<file path="config.mk">
export PLATFORM = sky130hd
export DESIGN_NAME = ds96_seq
export DESIGN_NICKNAME = d
export VERILOG_FILES = /design/src/rtl/ds96_pkg.sv /design/src/rtl/ds96_phase_cnt.sv /design/src/rtl/ds96_seq.sv
export SDC_FILE = /design/constraint.sdc
export NUM_CORES = 1
export LEC_CHECK = 0
export BUFFER_PORTS_ARGS = -buffer_cell sky130_fd_sc_hd__buf_2
export CAP_MARGIN = 20
export CORE_MARGIN = 1
export CORE_UTILIZATION = 30
export CTS_BUF_LIST = sky130_fd_sc_hd__clkbuf_16
export DETAILED_ROUTE_END_ITERATION = 7
export SLEW_MARGIN = 20
export SYNTH_ARGS = -nofsm -noshare
export SYNTH_HDL_FRONTEND = slang
export SYNTH_SLANG_ARGS = --single-unit
</file>
<file path="constraint.sdc">
create_clock -name clk -period 3.35 [get_ports clk]
set_input_delay 0.335 -clock clk [delete_from_list [all_inputs] [get_ports clk]]
set_output_delay 0.335 -clock clk [all_outputs]
set_load 0.1 [all_outputs]
</file>
<file path="src/rtl/ds96_pkg.sv">
// Shared definitions for the 256-to-96 pixel-select downscaler sequencer.
package ds96_pkg;

  typedef enum logic [1:0] {
    StIdle,
    StRun,
    StDrain
  } state_e;

  // Output dimension for an input dimension: 3 kept pixels out of every 8.
  function automatic int unsigned out_dim(input int unsigned n);
    return (3 * n) / 8;
  endfunction

  // Phases 1, 5 and 7 close a pixel-select group and produce an output.
  function automatic logic is_emit_ph(input logic [2:0] ph);
    return (ph == 3'd1) || (ph == 3'd5) || (ph == 3'd7);
  endfunction

  // Line-buffer slot within an 8-pixel block: 0..1 -> 0, 2..5 -> 1, 6..7 -> 2.
  function automatic logic [1:0] slot_of(input logic [2:0] xph);
    if (xph <= 3'd1) begin
      return 2'd0;
    end else if (xph <= 3'd5) begin
      return 2'd1;
    end else begin
      return 2'd2;
    end
  endfunction

endpackage

</file>
<file path="src/rtl/ds96_phase_cnt.sv">
// Raster position counters, effective-position mux and slot/row computation.
module ds96_phase_cnt
  import ds96_pkg::*;
#(
  parameter int unsigned IMG_W = 256,
  parameter int unsigned IMG_H = 256
) (
  input  logic       clk,
  input  logic       rst,
  input  logic       adv,
  input  logic       sof,
  output logic [2:0] xph,
  output logic [2:0] yph,
  output logic [6:0] addr,
  output logic [6:0] row,
  output logic       at_origin,
  output logic       at_last
);

  localparam int unsigned XW = $clog2(IMG_W);
  localparam int unsigned YW = $clog2(IMG_H);

  logic [XW-1:0] x_q, x_d, ex;
  logic [YW-1:0] y_q, y_d, ey;
  logic [1:0]    row_off;

  // A start-of-frame pixel is always treated as position (0,0).
  always_comb begin
    ex        = sof ? '0 : x_q;
    ey        = sof ? '0 : y_q;
    xph       = ex[2:0];
    yph       = ey[2:0];
    row_off   = 2'd2;
    if (yph == 3'd1) begin
      row_off = 2'd0;
    end else if (yph == 3'd5) begin
      row_off = 2'd1;
    end
    addr      = 7'(3 * 32'(ex >> 3)) + 7'(slot_of(xph));
    row       = 7'(3 * 32'(ey >> 3)) + 7'(row_off);
    at_origin = (x_q == '0) && (y_q == '0);
    at_last   = (ex == XW'(IMG_W - 1)) && (ey == YW'(IMG_H - 1));
  end

  // Next position after the effective one, wrapping at line and frame end.
  always_comb begin
    x_d = ex + XW'(1);
    y_d = ey;
    if (ex == XW'(IMG_W - 1)) begin
      x_d = '0;
      y_d = (ey == YW'(IMG_H - 1)) ? '0 : ey + YW'(1);
    end
  end

  // Counters move only on an accepted in-frame pixel.
  always_ff @(posedge clk or posedge rst) begin
    if (rst) begin
      x_q <= '0;
      y_q <= '0;
    end else if (adv) begin
      x_q <= x_d;
      y_q <= y_d;
    end
  end

endmodule

</file>
<file path="src/rtl/ds96_seq.sv">
// Sequencer for the 256-to-96 downscaler: input handshake, block phase, output register.
module ds96_seq
  import ds96_pkg::*;
#(
  parameter int unsigned IMG_W = 256,
  parameter int unsigned IMG_H = 256
) (
  input  logic       clk,
  input  logic       rst,
  input  logic       enable,
  input  logic       s_valid,
  input  logic       s_sof,
  output logic       s_ready,
  output logic       dp_en,
  output logic [2:0] dp_xph,
  output logic [2:0] dp_yph,
  output logic [6:0] dp_addr,
  output logic       dp_emit,
  output logic       m_valid,
  input  logic       m_ready,
  output logic       m_sol,
  output logic       m_eol,
  output logic       m_eof,
  output logic       busy,
  output logic       frame_done,
  output logic       sof_err
);

  localparam int unsigned OUT_W = out_dim(IMG_W);
  localparam int unsigned OUT_H = out_dim(IMG_H);

  state_e     state_q;
  logic       m_valid_q, m_sol_q, m_eol_q, m_eof_q;
  logic       sof_err_q, frame_done_q;
  logic       stall, accept, in_frame;
  logic       at_origin, at_last;
  logic [6:0] out_row;

  ds96_phase_cnt #(
    .IMG_W (IMG_W),
    .IMG_H (IMG_H)
  ) u_phase_cnt (
    .clk       (clk),
    .rst       (rst),
    .adv       (dp_en),
    .sof       (s_sof),
    .xph       (dp_xph),
    .yph       (dp_yph),
    .addr      (dp_addr),
    .row       (out_row),
    .at_origin (at_origin),
    .at_last   (at_last)
  );

  // Handshake and datapath strobes; a held output blocks input so no emit can be lost.
  always_comb begin
    stall    = m_valid_q && !m_ready;
    s_ready  = !rst && !stall && (state_q != StDrain);
    accept   = s_valid && s_ready;
    in_frame = (state_q == StRun) || ((state_q == StIdle) && s_sof && enable);
    dp_en    = accept && in_frame;
    dp_emit  = dp_en && is_emit_ph(dp_xph) && is_emit_ph(dp_yph);
    busy     = (state_q != StIdle);
  end

  assign m_valid    = m_valid_q;
  assign m_sol      = m_sol_q;
  assign m_eol      = m_eol_q;
  assign m_eof      = m_eof_q;
  assign frame_done = frame_done_q;
  assign sof_err    = sof_err_q;

  // Frame FSM plus registered output flags and status pulses.
  always_ff @(posedge clk or posedge rst) begin
    if (rst) begin
      state_q      <= StIdle;
      m_valid_q    <= 1'b0;
      m_sol_q      <= 1'b0;
      m_eol_q      <= 1'b0;
      m_eof_q      <= 1'b0;
      sof_err_q    <= 1'b0;
      frame_done_q <= 1'b0;
    end else begin
      sof_err_q    <= (state_q == StRun) && accept && s_sof && !at_origin;
      frame_done_q <= (state_q == StDrain) && m_valid_q && m_ready;
      case (state_q)
        StIdle:  if (dp_en) state_q <= StRun;
        StRun:   if (dp_en && at_last) state_q <= StDrain;
        StDrain: if (m_valid_q && m_ready) state_q <= StIdle;
        default: state_q <= StIdle;
      endcase
      if (dp_emit) begin
        m_valid_q <= 1'b1;
        m_sol_q   <= (dp_addr == 7'd0);
        m_eol_q   <= (dp_addr == 7'(OUT_W - 1));
        m_eof_q   <= (dp_addr == 7'(OUT_W - 1)) && (out_row == 7'(OUT_H - 1));
      end else if (m_ready) begin
        m_valid_q <= 1'b0;
      end
    end
  end

endmodule

</file>
==> results of run 1 <==
-- worst min-delay path by stage --
| stage | start | end | slack (ns) |
|---|---|---|---|
| floorplan | rst | frame_done | 0.35 |
| CTS | m_ready | frame_done | 0.35 |
| detailed placement | m_eol | m_eol | 0.48 |
| global placement | m_eol | m_eol | 0.46 |
| global route | rst | frame_done | 0.26 |
| finish | rst | m_valid | 0.18 |
-- power by group through the flow --
| stage | clock (mW) | combinational, mW | sequential [mW] |
|---|---|---|---|
| finish | 0.343 | 0.363 | 0.318 |
| global route | 0.362 | 0.386 | 0.320 |
| CTS | 0.351 | 0.364 | 0.318 |
| detailed placement | 0 | 0.363 | 0.323 |
| global placement | 0 | 0.360 | 0.324 |
| floorplan | 0 | 0.311 | 0.324 |
-- through the flow --
step,TNS (ns),util,area (um^2)
6_report,0,0.3905,2494
5_1_grt,0,0.3905,2494
4_1_cts,0,0.3887,2482
3_5_place_dp,0,0.3715,2372
3_3_place_gp,0,0.3715,2372
2_1_floorplan,-0.1238,-,2101
-- area by class of cell --
| class | count | area, um^2 | area share |
|---|---|---|---|
| timing repair buffer | 39 | 244.0 | 0.09784 |
| clock inverter | 1 | 30.03 | 0.01204 |
| clock buffer | 3 | 75.07 | 0.03011 |
| sequential | 24 | 600.6 | 0.2408 |
| multi-input combinational | 175 | 1371 | 0.5499 |
| inverter | 18 | 76.32 | 0.03061 |
| tap | 77 | 96.34 | 0.03864 |
-- flip-flops by register name (all words and copies together), names as in the netlist --
| signal | flops |
|---|---|
| sof_err | 1 |
| frame_done | 1 |
| m_eof | 1 |
| m_eol | 1 |
| m_sol | 1 |
| u_phase_cnt.y_q | 8 |
| state_q | 2 |
| u_phase_cnt.x_q | 8 |
| m_valid | 1 |
-- placed cells by master, fill, tap and decap left out, types with 3 or more instances in the layout --
master     count
nand4_1        5
a21o_1         7
nand2_1       22
a21oi_1       10
nand2b_1       5
nor2b_4        5
xor2_1         3
fa_1           3
nor4_1         8
or4_1          3
inv_1         15
nand3_1        5
ha_1          22
o31ai_1        7
nor2_1         6
buf_2         26
dfrtp_1       24
nor3_1         5
nor2b_1        6
a31oi_1        6
buf_4         11
o21ai_0       13
clkbuf_16      3
-- worst register-to-register path: stages, from the launching register on --
cell and delay (ns):
dfrtp_1 0.39, nor2b_2 0.17, fa_1 0.55, ha_2 0.19
fa_2 0.45, or4_1 0.50, or4b_1 0.49, o21ai_0 0.17
-- what timing repair did --
item | CTS | global route
gates resized for setup | 2 | 3
setup endpoints to repair | 1 | 1
pin swaps | 0 | 3
-- layer usage --
layer,vias to the layer above,part of all wire
met5,-,0
met4,0,0
met3,0,0.031
met2,22,0.46
met1,808,0.51
li1,886,-
-- logic make-up (layout without fill, tap and decap cells) --
group / Yosys count / count (layout) / synth area share
simple gates: 88 / 88 / 0.2502
compound gates: 52 / 52 / 0.1720
fa+ha+maj: 28 / 28 / 0.1901
buf+inv: 28 / 61 / 0.05566
flops: 24 / 24 / 0.3002
xor+xnor: 6 / 6 / 0.02627
mux: 1 / 1 / 0.005628
==> impl_summary.log, run 1 <==
[metrics] total power after layout: 1.025 mW
[metrics] number of buffers between clock root and the deepest sink: 2
[metrics] Post-synth top cells: 24 x dfrtp_1, 24 x ha_1, 22 x nand2_1, 17 x inv_1, 13 x o21ai_0
[metrics] antenna violations before repair: 0
[metrics] number of placement rows: 29
[metrics] endpoint of the worst register-to-register path: m_sol
[metrics] max-capacitance violation count: 0
[metrics] portion of the clock cycle consumed by the worst path in the final layout: 0.9447
[metrics] TritonRoute pass-1 iters: 4
[metrics] TritonCTS Buffers: 3
[metrics] ANT cells: 0
[metrics] boundary pin count: 29
[metrics] DRC viols: 0
[metrics] pre-CTS setup slack: between 0.09 and 0.1 ns
[metrics] placer congestion estimate: between 0.7 and 0.8
[metrics] fraction of the yosys area taken by sequential cells: 0.3002
[metrics] top cells by area, synth: dfrtp_1 30%, ha_1 15%, nand2_1 4.1%, fa_1 4.0%, nor2b_1 3.4%
[metrics] Port Buf Inserts: 28
[metrics] Global Route met3 Usage: 0.02967
[metrics] post-CTS repair timing setup buffer count: 0
[metrics] Yosys top cell by area: dfrtp_1
[metrics] Synthesis Warnings: 0
[metrics] total half-perimeter wirelength after legalization and detailed placement: 3713 um
[metrics] pin count of the biggest net entering global routing: 25
[metrics] net count after synthesis: between 200 and 300
[metrics] CP Cell Sequence: nor2b_2 -> fa_1 -> ha_2 -> fa_2 -> a21o_1 -> a21oi_2 -> xor2_2 -> clkinvlp_4 -> buf_6
[metrics] Post-synth EDFFs: 0
[metrics] share of the synthesized area in the top cell type: 0.3002
[metrics] outcome: finished, final reports clean
[metrics] worst vdd rail ir drop: around 230 uV
[metrics] Clk network pwr share: 0.335
[metrics] Avg Synthesized Cell Area: slightly below 9 um^2
[metrics] start of the worst register-to-register path: u_phase_cnt.x_q[3]
[metrics] final setup violating endpoints: 0
[metrics] starting density of the core: 0.3133
[metrics] number of global-route vias before repair: 1736
[metrics] net switching power of the design: 0.3827 mW
[metrics] Clock Latency Late Sink: 0.26 ns
[metrics] maximum clock frequency: approximately 320 MHz
[metrics] critical path depth: 9
[metrics] Int Pwr: about 0.64 mW
[metrics] global-route met1 utilization: 0.2002
[metrics] Logic pwr share: 0.354
[metrics] clock-pin slew on the worst setup and hold paths: 0.07 ns
[metrics] worst reg2reg setup slack: approximately 0.35 ns
[metrics] power per cell area: 410.9 nW/um^2
[metrics] largest fanout on the critical path: 4
[metrics] Setup crit start: u_phase_cnt.x_q[3]
[metrics] timing endpoint of the critical path: dp_addr[5]
[metrics] top flip-flop cell by instance count after synthesis: dfrtp_1
[metrics] CTS Root Buffer Type: clkbuf_16
[metrics] maximum level of the CTS H-tree: 1
[metrics] post-synthesis register bit count: 24
[metrics] count of vias placed by the detailed router: 1716
[metrics] min Tclk post-route: roughly 3.2 ns
[metrics] Final Skew: about 0.0053 ns
[metrics] post-DR wirelength/cell: roughly 14 um
[metrics] CTS tree: built
[metrics] grt peak-use layer: met2
[metrics] full die area: roughly 7000 um^2
[metrics] number of different library cells in the post-synthesis netlist: 44
[metrics] portion of total power attributed to sequential cells: 0.311
[metrics] minimum setup slack in the final design: roughly 0.19 ns
[metrics] min-delay worst type: in -> async
[metrics] post-placement cell count: 333
[metrics] Area Overhead vs Synth: 24.64%
[metrics] static leakage power: between 1 and 1.5 nW
[metrics] Sw Ratio: 0.3735
[metrics] cell class contributing the biggest share of worst-path delay: adder cells
[metrics] type of the worst setup path: reg -> out
[metrics] Critical Path End Type: output pin
[metrics] Worst-Margin Slew: ~0.89 ns
[metrics] required time of the critical path: 3.01 ns
[metrics] Mapped Cells: approximately 230
[metrics] Overall Global Routing Usage: 0.1398
[metrics] Netlist Area Pre-Place: roughly 2000 um^2
[metrics] number of standard cells in the final layout excluding fillers: about 340
[metrics] GR Layer Usage met2: 0.2225
[metrics] count of routing violations after the opening detailed-route iteration: 70
[metrics] Worst Path Buf+Inv: 2
[metrics] critical path's largest stage delay: between 0.4 and 0.5 ns
[metrics] CP max stage cell: fa_1
[metrics] die span in x: between 80 and 90 um
[metrics] fillers: ~660
[metrics] antenna violation net count after detailed routing: 0
[metrics] average via count per standard cell: about 5
[metrics] floorplan core area: roughly 6400 um^2
[metrics] Final Max Tran Viols: 0
[metrics] share of synthesized flip-flops with an asynchronous set or reset: 1.000
[metrics] Hold Fails Final Rpt: 0
[metrics] Routed Wire Length: approximately 4700 um
[metrics] proportion of layout cells with a drive suffix above 1: 0.2385
[metrics] unrepaired setup endpoints after global routing: no
[metrics] length in cells of the worst reg-to-reg path: 7
[metrics] Hold Slack: 0.1825 ns
[metrics] Hold-fix buffers, CTS: 0
[metrics] Critical Path Source Type: flip-flop
[metrics] die height: 83.67 um
[metrics] Congestion Overflow GR: 0
[metrics] Final Net Count: 295
[metrics] worst max-slew margin expressed relative to the limit: 0.4016
[metrics] first-pass GRT wire length: slightly above 8000 um
[metrics] endpoint arrival time on the critical path: ~2.8 ns
[metrics] number of clock sinks seen by CTS: 24
No activity file was read; power rests on OpenSTA's default activity.
==> inputs of run 2 (changes only) <==
CELL_PAD_IN_SITES_DETAIL_PLACEMENT = 1   (was not set)
CELL_PAD_IN_SITES_GLOBAL_PLACEMENT = 1   (was not set)
PLACE_DENSITY_LB_ADDON = 0.1   (was not set)
==> run 2 against run 1 <==
  * Final cell count grew 2.1%
  * Utilization grew 1.6 points
  * Power grew 1.4%
  * Clock power grew 1%
  * Wire length grew 21%
  * Count of clock-buffer cells in the layout is the same
  * Clock skew shrank 0.0014 ns
  * Final area grew 4.0%
  * Flip-flop and latch count is the same
  * Fmax shrank 0.31%
  * Critical path type unchanged
  * Critical endpoint unchanged
  * Largest power group unchanged
  * Highest routed layer is now met4
==> impl_summary.log, run 2 (same netlist as run 1, synthesis figures left out) <==
[metrics] outcome: finished, final reports clean
[metrics] max-capacitance violation count: 0
[metrics] commonest non-fill, non-tap cells in the layout: 24 x dfrtp_1, 24 x buf_2, 22 x nand2_1, 22 x ha_1, 17 x buf_4
[metrics] minimum setup slack in the final design: 0.1754 ns
[metrics] Final Skew: between 0.003 and 0.004 ns
[metrics] largest registers: u_phase_cnt.x_q x8, u_phase_cnt.y_q x8, state_q x2
[metrics] CP max stage cell: fa_1
[metrics] number of placement rows: 29
[metrics] grt peak-use layer: met2
[metrics] Final Net Count: 302
[metrics] post-DR wirelength/cell: around 16 um
[metrics] DRC viols: 0
[metrics] worst reg2reg setup slack: 0.27 ns
[metrics] Hold Fails Final Rpt: 0
[metrics] placer congestion estimate: approximately 0.78
[metrics] Overall Global Routing Usage: 0.1720
[metrics] die span in x: about 84 um
[metrics] starting density of the core: 0.3133
[metrics] min Tclk post-route: around 3.2 ns
[metrics] power per cell area: 400.6 nW/um^2
[metrics] boundary pin count: 29
[metrics] type of the worst setup path: reg -> out
[metrics] post-placement cell count: around 340
[metrics] final setup violating endpoints: 0
[metrics] count of vias placed by the detailed router: about 1800
[metrics] total power after layout: a little over 1 mW
[metrics] number of clock sinks seen by CTS: 24
[metrics] pin count of the biggest net entering global routing: 25
[metrics] critical path's largest stage delay: 0.50 ns
[metrics] required time of the critical path: approximately 3 ns
[metrics] endpoint of the worst register-to-register path: m_sol
[metrics] min-delay worst type: in -> async
[metrics] worst max-slew margin expressed relative to the limit: 0.5598
[metrics] TritonCTS Buffers: 3
[metrics] Area Overhead vs Synth: 29.64%
[metrics] fillers: 740
[metrics] maximum level of the CTS H-tree: 1
[metrics] Worst-Margin Slew: 0.6543 ns
[metrics] first-pass GRT wire length: 9708 um
[metrics] count of routing violations after the opening detailed-route iteration: ~120
[metrics] CP Cell Sequence: nor2b_2 -> fa_1 -> ha_2 -> fa_2 -> a21o_1 -> a21oi_2 -> xor2_2 -> clkinvlp_4 -> buf_6
[metrics] GR Layer Usage met2: 0.2905
[metrics] Final Max Tran Viols: 0
[metrics] total half-perimeter wirelength after legalization and detailed placement: around 4300 um
[metrics] number of buffers between clock root and the deepest sink: 2
[metrics] CTS Root Buffer Type: clkbuf_16
[metrics] average via count per standard cell: between 5 and 6
[metrics] worst vdd rail ir drop: 186.7 uV
[metrics] Setup crit start: u_phase_cnt.x_q[3]
[metrics] number of standard cells in the final layout excluding fillers: ~340
[metrics] antenna violation net count after detailed routing: 0
[metrics] global-route met1 utilization: 0.2335
[metrics] CTS tree: built
[metrics] Congestion Overflow GR: 0
[metrics] area occupied by multi-input gates: approximately 1400 um^2
[metrics] endpoint arrival time on the critical path: 2.84 ns
[metrics] length in cells of the worst reg-to-reg path: 10
[metrics] largest fanout on the critical path: 4
[metrics] die height: 83.67 um
[metrics] pre-CTS setup slack: 0.1304 ns
[metrics] floorplan core area: ~6400 um^2
[metrics] unrepaired setup endpoints after global routing: no
[metrics] Hold Slack: approximately 0.0043 ns
[metrics] Critical Path Source Type: flip-flop
[metrics] TritonRoute pass-1 iters: 4
[metrics] proportion of layout cells with a drive suffix above 1: 0.2584
[metrics] start of the worst register-to-register path: u_phase_cnt.x_q[3]
[metrics] static leakage power: around 1.3 nW
[metrics] clock-pin slew on the worst setup and hold paths: 0.07 ns
[metrics] Clock Latency Late Sink: around 0.26 ns
[metrics] dpl cell area: approximately 2400 um^2
[metrics] post-route standard cell area excluding fillers: 2594 um^2
[metrics] number of global-route vias before repair: roughly 1900
[metrics] portion of the clock cycle consumed by the worst path in the final layout: 0.9476
[metrics] maximum clock frequency: ~320 MHz
[metrics] Reg area: between 600 and 700 um^2
[metrics] full die area: between 6000 and 7000 um^2
[metrics] Routed Wire Length: around 5700 um
[metrics] ANT cells: 0
[metrics] Critical Path End Type: output pin
[metrics] Hold-fix buffers, CTS: 0
[metrics] Port Buf Inserts: 28
[metrics] antenna violations before repair: 0
[metrics] Global Route met3 Usage: 0.02967
run 2: worst max-delay path by stage:
stage	endpoint	slack, ns	cells after the start
2_1_floorplan	m_sol	-0.12	10
3_5_place_dp	m_eof	0.13	13
5_1_grt	dp_addr[5]	0.04	9
4_1_cts	dp_addr[5]	0.007	9
6_report	dp_addr[5]	0.18	9
3_3_place_gp	m_eof	0.16	13
run 2: worst max-delay path: cells and delay by family (launching register included):
family,cells,cell delay [ns]
and+or+nand+nor,1,0.17
AOI/OAI and AO/OA,2,0.36
xor gates and xnor gates,1,0.24
DFF,1,0.40
buffers and inverters,2,0.31
adders and majority gates,3,1.10
run 2: layer usage:
metal | share of wire | vias to the layer above
li1 | - | 894
met1 | 0.49 | 905
met2 | 0.47 | 25
met3 | 0.029 | 4
met4 | 0.0055 | 0
met5 | 0 | -
run 2: power breakdown:
group          switching [mW]  internal (mW)
clock                   0.111          0.238
combinational           0.267          0.104
sequential             0.0138          0.305
run 2: layout make-up:
type,count,area share
Multi-Input combinational cell,175,0.5287
Sequential cell,24,0.2315
Timing Repair Buffer,46,0.1327
Tap cell,77,0.03714
Inverter,18,0.02943
Clock buffer,3,0.02894
Clock inverter,1,0.01158
run 2: per-stage QoR:
step                      TNS [ns]  utilization
final                            0       0.4062
after CTS                        0       0.3977
after floorplan            -0.1238            -
after global placement           0       0.3809
after detailed placement         0       0.3809
after global routing             0       0.4062
run 2: timing repair:
action	in CTS	in global routing
setup buffers	0	2
pin swaps	0	2
resized for setup	1	4
endpoints found under the setup margin	1	1
